<file path="src/rtl/alu_if_pkg.sv">
`default_nettype none
// ============================================================================
//  Module      : alu_if_pkg
//  Description : Shared state encoding and ALU opcode constants for the
//                serial front end of the ALU, the ALU itself and benches.
//  Revision    : 1.0  initial release
// ============================================================================
package alu_if_pkg;

    // Frame sequencer states: three capture states, a latency wait, a send.
    typedef enum logic [2:0] {
        GET_A  = 3'd0,
        GET_B  = 3'd1,
        GET_OP = 3'd2,
        EXEC   = 3'd3,
        SEND   = 3'd4
    } state_t;

    // ALU opcodes (MIPS-style function codes).
    localparam logic [5:0] ADD = 6'b100000;
    localparam logic [5:0] SUB = 6'b100010;
    localparam logic [5:0] AND = 6'b100100;
    localparam logic [5:0] OR  = 6'b100101;
    localparam logic [5:0] XOR = 6'b100110;
    localparam logic [5:0] SRA = 6'b000011;
    localparam logic [5:0] SRL = 6'b000010;
    localparam logic [5:0] NOR = 6'b100111;

endpackage
`default_nettype wire

</file>
<file path="src/rtl/alu_if_counter.sv">
`default_nettype none
// ============================================================================
//  Module      : alu_if_counter
//  Description : Clearable up-counter with a terminal-count flag. Clear has
//                priority over enable; the flag is combinational on the count.
//  Revision    : 1.0  initial release
// ============================================================================
module alu_if_counter #(
    parameter int WIDTH    = 4,
    parameter int TERMINAL = 0
) (
    input  logic clk,
    input  logic rst,
    input  logic i_clr,
    input  logic i_en,
    output logic o_tc
);

    logic [WIDTH-1:0] r_count;

    // Count up while enabled; synchronous clear wins over enable.
    always_ff @(posedge clk or posedge rst) begin
        if (rst) begin
            r_count <= '0;
        end else if (i_clr) begin
            r_count <= '0;
        end else if (i_en) begin
            r_count <= r_count + WIDTH'(1);
        end
    end

    assign o_tc = (r_count == WIDTH'(TERMINAL));

endmodule
`default_nettype wire

</file>
<file path="src/rtl/alu_frame_interface.sv">
`default_nettype none
// ============================================================================
//  Module      : alu_frame_interface
//  Description : Collects operand A, operand B and opcode bytes from a serial
//                receiver, drives them to the ALU, waits ALU_LAT cycles for
//                the registered result and hands one result byte to the
//                transmitter via a start/busy handshake.
//                Optional macro ALU_IF_TIMEOUT_EN adds an inter-byte timeout
//                in GET_B / GET_OP that returns the sequencer to GET_A.
//  Revision    : 1.0  initial release
// ============================================================================
module alu_frame_interface
    import alu_if_pkg::*;
#(
    parameter int N_BITS         = 6,
    parameter int N_OPS          = 6,
    parameter int N_BYTE         = 8,
    parameter int ALU_LAT        = 2,
    parameter int TIMEOUT_CYCLES = 1000000
) (
    input  logic              clock,
    input  logic              reset,
    input  logic [N_BYTE-1:0] rx_data,
    input  logic              rx_valid,
    output logic [N_BITS-1:0] Data_A,
    output logic [N_BITS-1:0] Data_B,
    output logic [N_OPS-1:0]  Op,
    input  logic [N_BITS-1:0] alu_result,
    output logic [N_BYTE-1:0] tx_data,
    output logic              tx_start,
    input  logic              tx_busy,
    output logic              rx_dropped
);

    localparam int c_LAT_W = $clog2(ALU_LAT + 1);

    state_t            r_state;
    logic [N_BITS-1:0] r_data_a;
    logic [N_BITS-1:0] r_data_b;
    logic [N_OPS-1:0]  r_op;
    logic [N_BYTE-1:0] r_tx_data;
    logic              r_tx_start;
    logic              r_rx_dropped;

    logic w_lat_clr;
    logic w_lat_en;
    logic w_lat_tc;
    logic w_timeout;

    // Upper receive bits beyond the field widths are intentionally ignored.
    logic w_unused_rx_bits;
    assign w_unused_rx_bits = ^rx_data;

    // The latency count starts from zero on the opcode capture edge.
    assign w_lat_clr = (r_state == GET_OP) && rx_valid;
    assign w_lat_en  = (r_state == EXEC);

    alu_if_counter #(
        .WIDTH    (c_LAT_W),
        .TERMINAL (ALU_LAT - 1)
    ) u_lat_cnt (
        .clk   (clock),
        .rst   (reset),
        .i_clr (w_lat_clr),
        .i_en  (w_lat_en),
        .o_tc  (w_lat_tc)
    );

`ifdef ALU_IF_TIMEOUT_EN
    localparam int c_TO_W = $clog2(TIMEOUT_CYCLES + 1);

    logic w_to_wait;
    logic w_to_clr;
    logic w_to_tc;

    // Timeout runs only while waiting for B or the opcode; any byte restarts it.
    assign w_to_wait = (r_state == GET_B) || (r_state == GET_OP);
    assign w_to_clr  = !w_to_wait || rx_valid;

    alu_if_counter #(
        .WIDTH    (c_TO_W),
        .TERMINAL (TIMEOUT_CYCLES - 1)
    ) u_to_cnt (
        .clk   (clock),
        .rst   (reset),
        .i_clr (w_to_clr),
        .i_en  (w_to_wait),
        .o_tc  (w_to_tc)
    );

    assign w_timeout = w_to_wait && w_to_tc && !rx_valid;
`else
    localparam int c_unused_timeout = TIMEOUT_CYCLES;
    assign w_timeout = 1'b0;
`endif

    // Frame sequencer with registered ALU operands and transmitter controls.
    always_ff @(posedge clock or posedge reset) begin
        if (reset) begin
            r_state      <= GET_A;
            r_data_a     <= '0;
            r_data_b     <= '0;
            r_op         <= '0;
            r_tx_data    <= '0;
            r_tx_start   <= 1'b0;
            r_rx_dropped <= 1'b0;
        end else begin
            r_tx_start   <= 1'b0;
            r_rx_dropped <= 1'b0;
            case (r_state)
                GET_A: begin
                    if (rx_valid) begin
                        r_data_a <= rx_data[N_BITS-1:0];
                        r_state  <= GET_B;
                    end
                end
                GET_B: begin
                    if (rx_valid) begin
                        r_data_b <= rx_data[N_BITS-1:0];
                        r_state  <= GET_OP;
                    end else if (w_timeout) begin
                        r_state  <= GET_A;
                    end
                end
                GET_OP: begin
                    if (rx_valid) begin
                        r_op    <= rx_data[N_OPS-1:0];
                        r_state <= EXEC;
                    end else if (w_timeout) begin
                        r_state <= GET_A;
                    end
                end
                EXEC: begin
                    r_rx_dropped <= rx_valid;
                    if (w_lat_tc) begin
                        r_tx_data <= N_BYTE'(alu_result);
                        r_state   <= SEND;
                    end
                end
                SEND: begin
                    r_rx_dropped <= rx_valid;
                    if (!tx_busy) begin
                        r_tx_start <= 1'b1;
                        r_state    <= GET_A;
                    end
                end
                default: begin
                    r_state <= GET_A;
                end
            endcase
        end
    end

    assign Data_A     = r_data_a;
    assign Data_B     = r_data_b;
    assign Op         = r_op;
    assign tx_data    = r_tx_data;
    assign tx_start   = r_tx_start;
    assign rx_dropped = r_rx_dropped;

endmodule
`default_nettype wire

</file>
<file path="config.mk">
export PLATFORM = sky130hd
export DESIGN_NAME = alu_frame_interface
export DESIGN_NICKNAME = d
export VERILOG_FILES = /design/src/rtl/alu_if_pkg.sv /design/src/rtl/alu_if_counter.sv /design/src/rtl/alu_frame_interface.sv
export SDC_FILE = /design/constraint.sdc
export NUM_CORES = 1
export LEC_CHECK = 0
export CORE_ASPECT_RATIO = 1.2
export CORE_MARGIN = 5
export CORE_UTILIZATION = 38
export CTS_CLUSTER_DIAMETER = 120
export DETAILED_ROUTE_END_ITERATION = 12
export PLACE_DENSITY = 0.68
export RECOVER_POWER = 25
export SYNTH_ARGS = -nofsm -noshare
export SYNTH_HDL_FRONTEND = slang
export SYNTH_HIERARCHICAL = 1
export SYNTH_SLANG_ARGS = --single-unit
</file>
<file path="constraint.sdc">
create_clock -name clock -period 4.3 [get_ports clock]
set_input_delay 0.43 -clock clock [delete_from_list [all_inputs] [get_ports clock]]
set_output_delay 0.43 -clock clock [all_outputs]
set_load 0.05 [all_outputs]
</file>
Word level (Yosys, flattened, before mapping)
Index checks and enable logic that the tools add are counted.
{ "classes": {"reduce_logical": 9, "n_addsub": 1, "n_eq_ne": 10, "muxes": 11} }
{ "op_table": {"columns": ["op", "count"], "rows": [
  ["$mux 3", 5],
  ["$pmux 3 s5", 1],
  ["$ne 2x2->1 const B", 5],
  ["$reduce_and 2->1", 4],
  ["$eq 3x2->1 const B", 2],
  ["$reduce_and 5->1", 1],
  ["$mux 2", 2],
  ["$eq 3x1->1 const B", 1],
  ["$eq 3x3->1 const B", 1],
  ["$logic_not 3->1", 1],
  ["$mux 1", 3],
  ["$add 2x1->2 const B", 1],
  ["$eq 2x1->1 const B", 1],
  ["$reduce_bool 2->1", 1],
  ["$reduce_or 2->1", 1],
  ["$logic_and 1x1->1", 1]
]} }
{ "word_totals": {"wordCells": 39, "output_inout_bits": 28, "reg_bits": 31, "in_bits": 18} }

Depth between registers and ports, before layout
{ "logic_depth": {"ltp_word": 3, "ltp_mapped": 5, "depth_no_buf": 4} }

Modules after synthesis
Netlist, hierarchy kept.
{ "by_module_without_submodules": {"columns": ["mod", "area_each_um2", "instances", "cells_each"], "rows": [
  ["alu_frame_interface", 1187.4, 1, 79],
  ["alu_if_counter", 93.8, 1, 9]
]} }

Worst setup path after synthesis
Ideal clock, no wire load.
{ "synth_timing": {"kind": "reg2reg", "start": "register r_state[0]", "end": "register r_op[0] (netlist: Op[0])", "period_less_slack_ns": 1.398, "arrival_ns": 1.273, "required_time_ns": 4.175, "path_slack_ns": 2.902, "stages_incl_launch_ff": 5, "setup_ns": 0.125, "path_cell_list": "dfrtp_1 buf_4 nor4bb_1 buf_2 mux2_2"} }
{ "synth_between": {"elab_chain_cells": 2} }
{ "synth_rtl": {"columns": ["item", "line_no", "text"], "rows": [
  ["start: declaration", "alu_frame_interface.sv:37", "state_t r_state;"],
  ["start signal: assignment", "alu_frame_interface.sv:100", "r_state <= GET_A;"],
  ["start signal: assignment", "alu_frame_interface.sv:114", "r_state <= GET_B;"],
  ["start signal: assignment", "alu_frame_interface.sv:120", "r_state <= GET_OP;"],
  ["$eq 3x2->1", "alu_frame_interface.sv:110", "case (r_state)"],
  ["$reduce_and 2->1 (no line)", null, null],
  ["end signal: assignment", "alu_frame_interface.sv:127", "r_op <= rx_data[N_OPS-1:0];"],
  ["end: declaration", "alu_frame_interface.sv:40", "logic [N_OPS-1:0] r_op;"]
]} }
No other way between the ends.
A chain may end at the register's enable or synchronous reset.

Worst setup path in the final report
{ "layout_timing": {"start": "input rx_valid", "end": "register r_op[0] (netlist: Op[0])"} }
{ "layout_between": {"elab_chain_cells": 1} }
{ "layout_rtl": {"columns": ["item", "line_no", "text"], "rows": [
  ["start: declaration", "alu_frame_interface.sv:24", "input logic rx_valid,"],
  ["$reduce_and 2->1 (no line)", null, null]
]} }
No other way between the ends.

==> flow_summary.ini <==
[run_status]
status = completed

[route]
wire_per_inst_um = 15.8
firstDrtPassIters = 4
drt_iter0_drc = 17
num_vias = 838
viasPerCell = 5.02
antenna_left = 0
drc = 0
totalWireLength_um = 2630

[finish]
antenna_cells = 0
layout_common_cells = clkdlybuf4s50_1, dfrtp_1, mux2_2
fill_cells = 284
nets = 150
layout_commonest_cell = clkdlybuf4s50_1
area_delta_synth_final_pct = 38.9
drive_gt1_frac = 0.246

[sta]
max_freq_ghz = 0.450
rsz0062_at_grt = no
fin_crit_sh = 0.517
worst_slew_margin_rel = 0.274
tightestPinTransition_ns = 1.09
setup_violations = 0
min_period_ns = 2.22
drv_slew = 0
setup_tns_ns = 0
hold_viol = 0
worst_clock_skew_ns = 0.00440

[clock_network]
hold_buffers = 0
cts_tree = done
clk_pin_slew_ns = 0.06
clock_sinks = 31
cts_setup_buffers = 0
cts_htree_levels = 2
root_buffer = clkbuf_8
cts_resized = 0
clockBufferDepth = 2
insertion_delay_ns = 0.28
numCtsBuffers = 5

[setup_path]
crit_chain = dlygate4sd3_1 > nor4bb_2 > mux2_2
slowest_stage = nor4bb_2
end_kind = flip-flop
cp_data_arrival_time_ns = 2.38
crit_path_max_fanout = 8
start_kind = input pin
rr_worst_depth = 2
r2r-end = Op[0]$_DFFE_PP0P_
cpPeakStageDelay_ns = 0.87
reg2reg_setup_slack_ns = 2.41
reg2reg_from = r_state[0]$_DFFE_PP0P_
path_class = input pin to flip-flop
cp.required_ns = 4.46

[floorplanning]
die-area_mm2 = 0.00464
num_rows = 23
die_h_um = 73.6
placeableCoreArea_mm2 = 0.00331
die_w_um = 63.0
start_util = 0.387
io_pins = 46

[logic_synthesis]
synth_cell_types = 23
synthCells = 88
yosysSeqAreaShare = 0.605
ys_seq_elements = 31
synth_area_mm2 = 0.00128
yosys_warnings = 6
syn_avg_cell_area_um2 = 14.6

[global_routing]
overflow = 0
antenna_found_initial = 0
grt_pass1_wl_um = 4490
grt_max_degree = 30
track_usage = 0.128
grt_pass1_vias = 981

[placement]
portBuffers = 41
place_congestion = 0.665
dp.final_hpwl_um = 1950

[hold_path]
hold_path_class = input pin to asynchronous set/reset pin

[job]
drv_cap = 0
## worst max path at each step
| stage | from | to | cells after the start |
|---|---|---|---|
| detailed placement | rx_valid | Op[0]$_DFFE_PP0P_ | 3 |
| floorplan | r_state[0]$_DFFE_PP0P_ | Op[0]$_DFFE_PP0P_ | 4 |
| global placement | rx_valid | Op[4]$_DFFE_PP0P_ | 3 |
| finish | rx_valid | Op[0]$_DFFE_PP0P_ | 3 |
| CTS | rx_valid | Op[5]$_DFFE_PP0P_ | 3 |
| global route | rx_valid | Op[0]$_DFFE_PP0P_ | 3 |
## synth_stat cells
cell type,instances,share of area
or3b_1,1,0.0068
mux2_2,24,0.21
conb_1,1,0.0029
buf_4,3,0.018
a22o_1,1,0.0068
a311oi_1,1,0.0068
xnor2_1,1,0.0068
a211oi_1,1,0.0059
buf_2,3,0.012
o21ai_0,1,0.0039
inv_1,5,0.015
nor2b_1,1,0.0049
mux2i_1,1,0.0078
a21boi_0,1,0.0059
dfrtp_1,31,0.61
nor2_1,4,0.012
a21oi_1,1,0.0039
nand4b_1,1,0.0068
buf_6,1,0.0088
nor4bb_1,2,0.016
nand3b_1,1,0.0059
nor4b_4,1,0.019
ha_1,1,0.0098
## critical path, delay by kind of cell
family	cells	cell delay, ns
mux	1	0.41
simple gates	1	0.87
buf+inv	1	0.67
## through the flow
step	instance area [um^2]	hold slack (ns)	utilization	setup slack, ns	cells
after global placement	1710	0.485	0.516	1.84	161
after detailed placement	1710	0.494	0.516	1.82	161
final	1780	0.462	0.538	2.08	167
after CTS	1780	0.324	0.538	2.11	167
after global routing	1780	0.480	0.538	1.92	167
after floorplan	1280	0.171	-	2.90	89
## cell families (layout without fill, tap and decap cells)
kind of cell | Yosys count | count (layout) | synth area share
flip-flops | 31 | 31 | 0.605
adder cells (fa/ha/maj) | 1 | 1 | 0.00976
multiplexers | 25 | 25 | 0.219
buffers and inverters | 12 | 53 | 0.0527
AND/OR/NAND/NOR | 11 | 11 | 0.0703
XOR/XNOR | 1 | 1 | 0.00684
AO/OA/AOI/OAI | 6 | 6 | 0.0332
other | 1 | 2 | 0.00293
## state kept, by name, indices dropped and copies added (netlist names)
name               count
Data_A                 6
Data_B                 6
Op                     6
tx_data                6
r_state                3
u_lat_cnt/r_count      2
rx_dropped             1
tx_start               1
## layer usage
metal	vias up	GRT usage	wire, um
met5	-	0	0
met4	0	0.0708	32
met3	5	0.0566	287
met2	44	0.204	1230
met1	402	0.143	1090
li1	387	-	-
## layout make-up
type	instances	area, um^2	share of cell area
Clock buffer	6	72.6	0.0408
Inverter	5	18.8	0.0105
Multi-Input combinational cell	46	448	0.252
Sequential cell	31	776	0.436
Tap cell	37	46.3	0.0260
Timing Repair Buffer	42	418	0.235
Power is left out: the tool's default activity adds up to more than one toggle a clock period on the data nets, which glitch-free logic cannot reach.
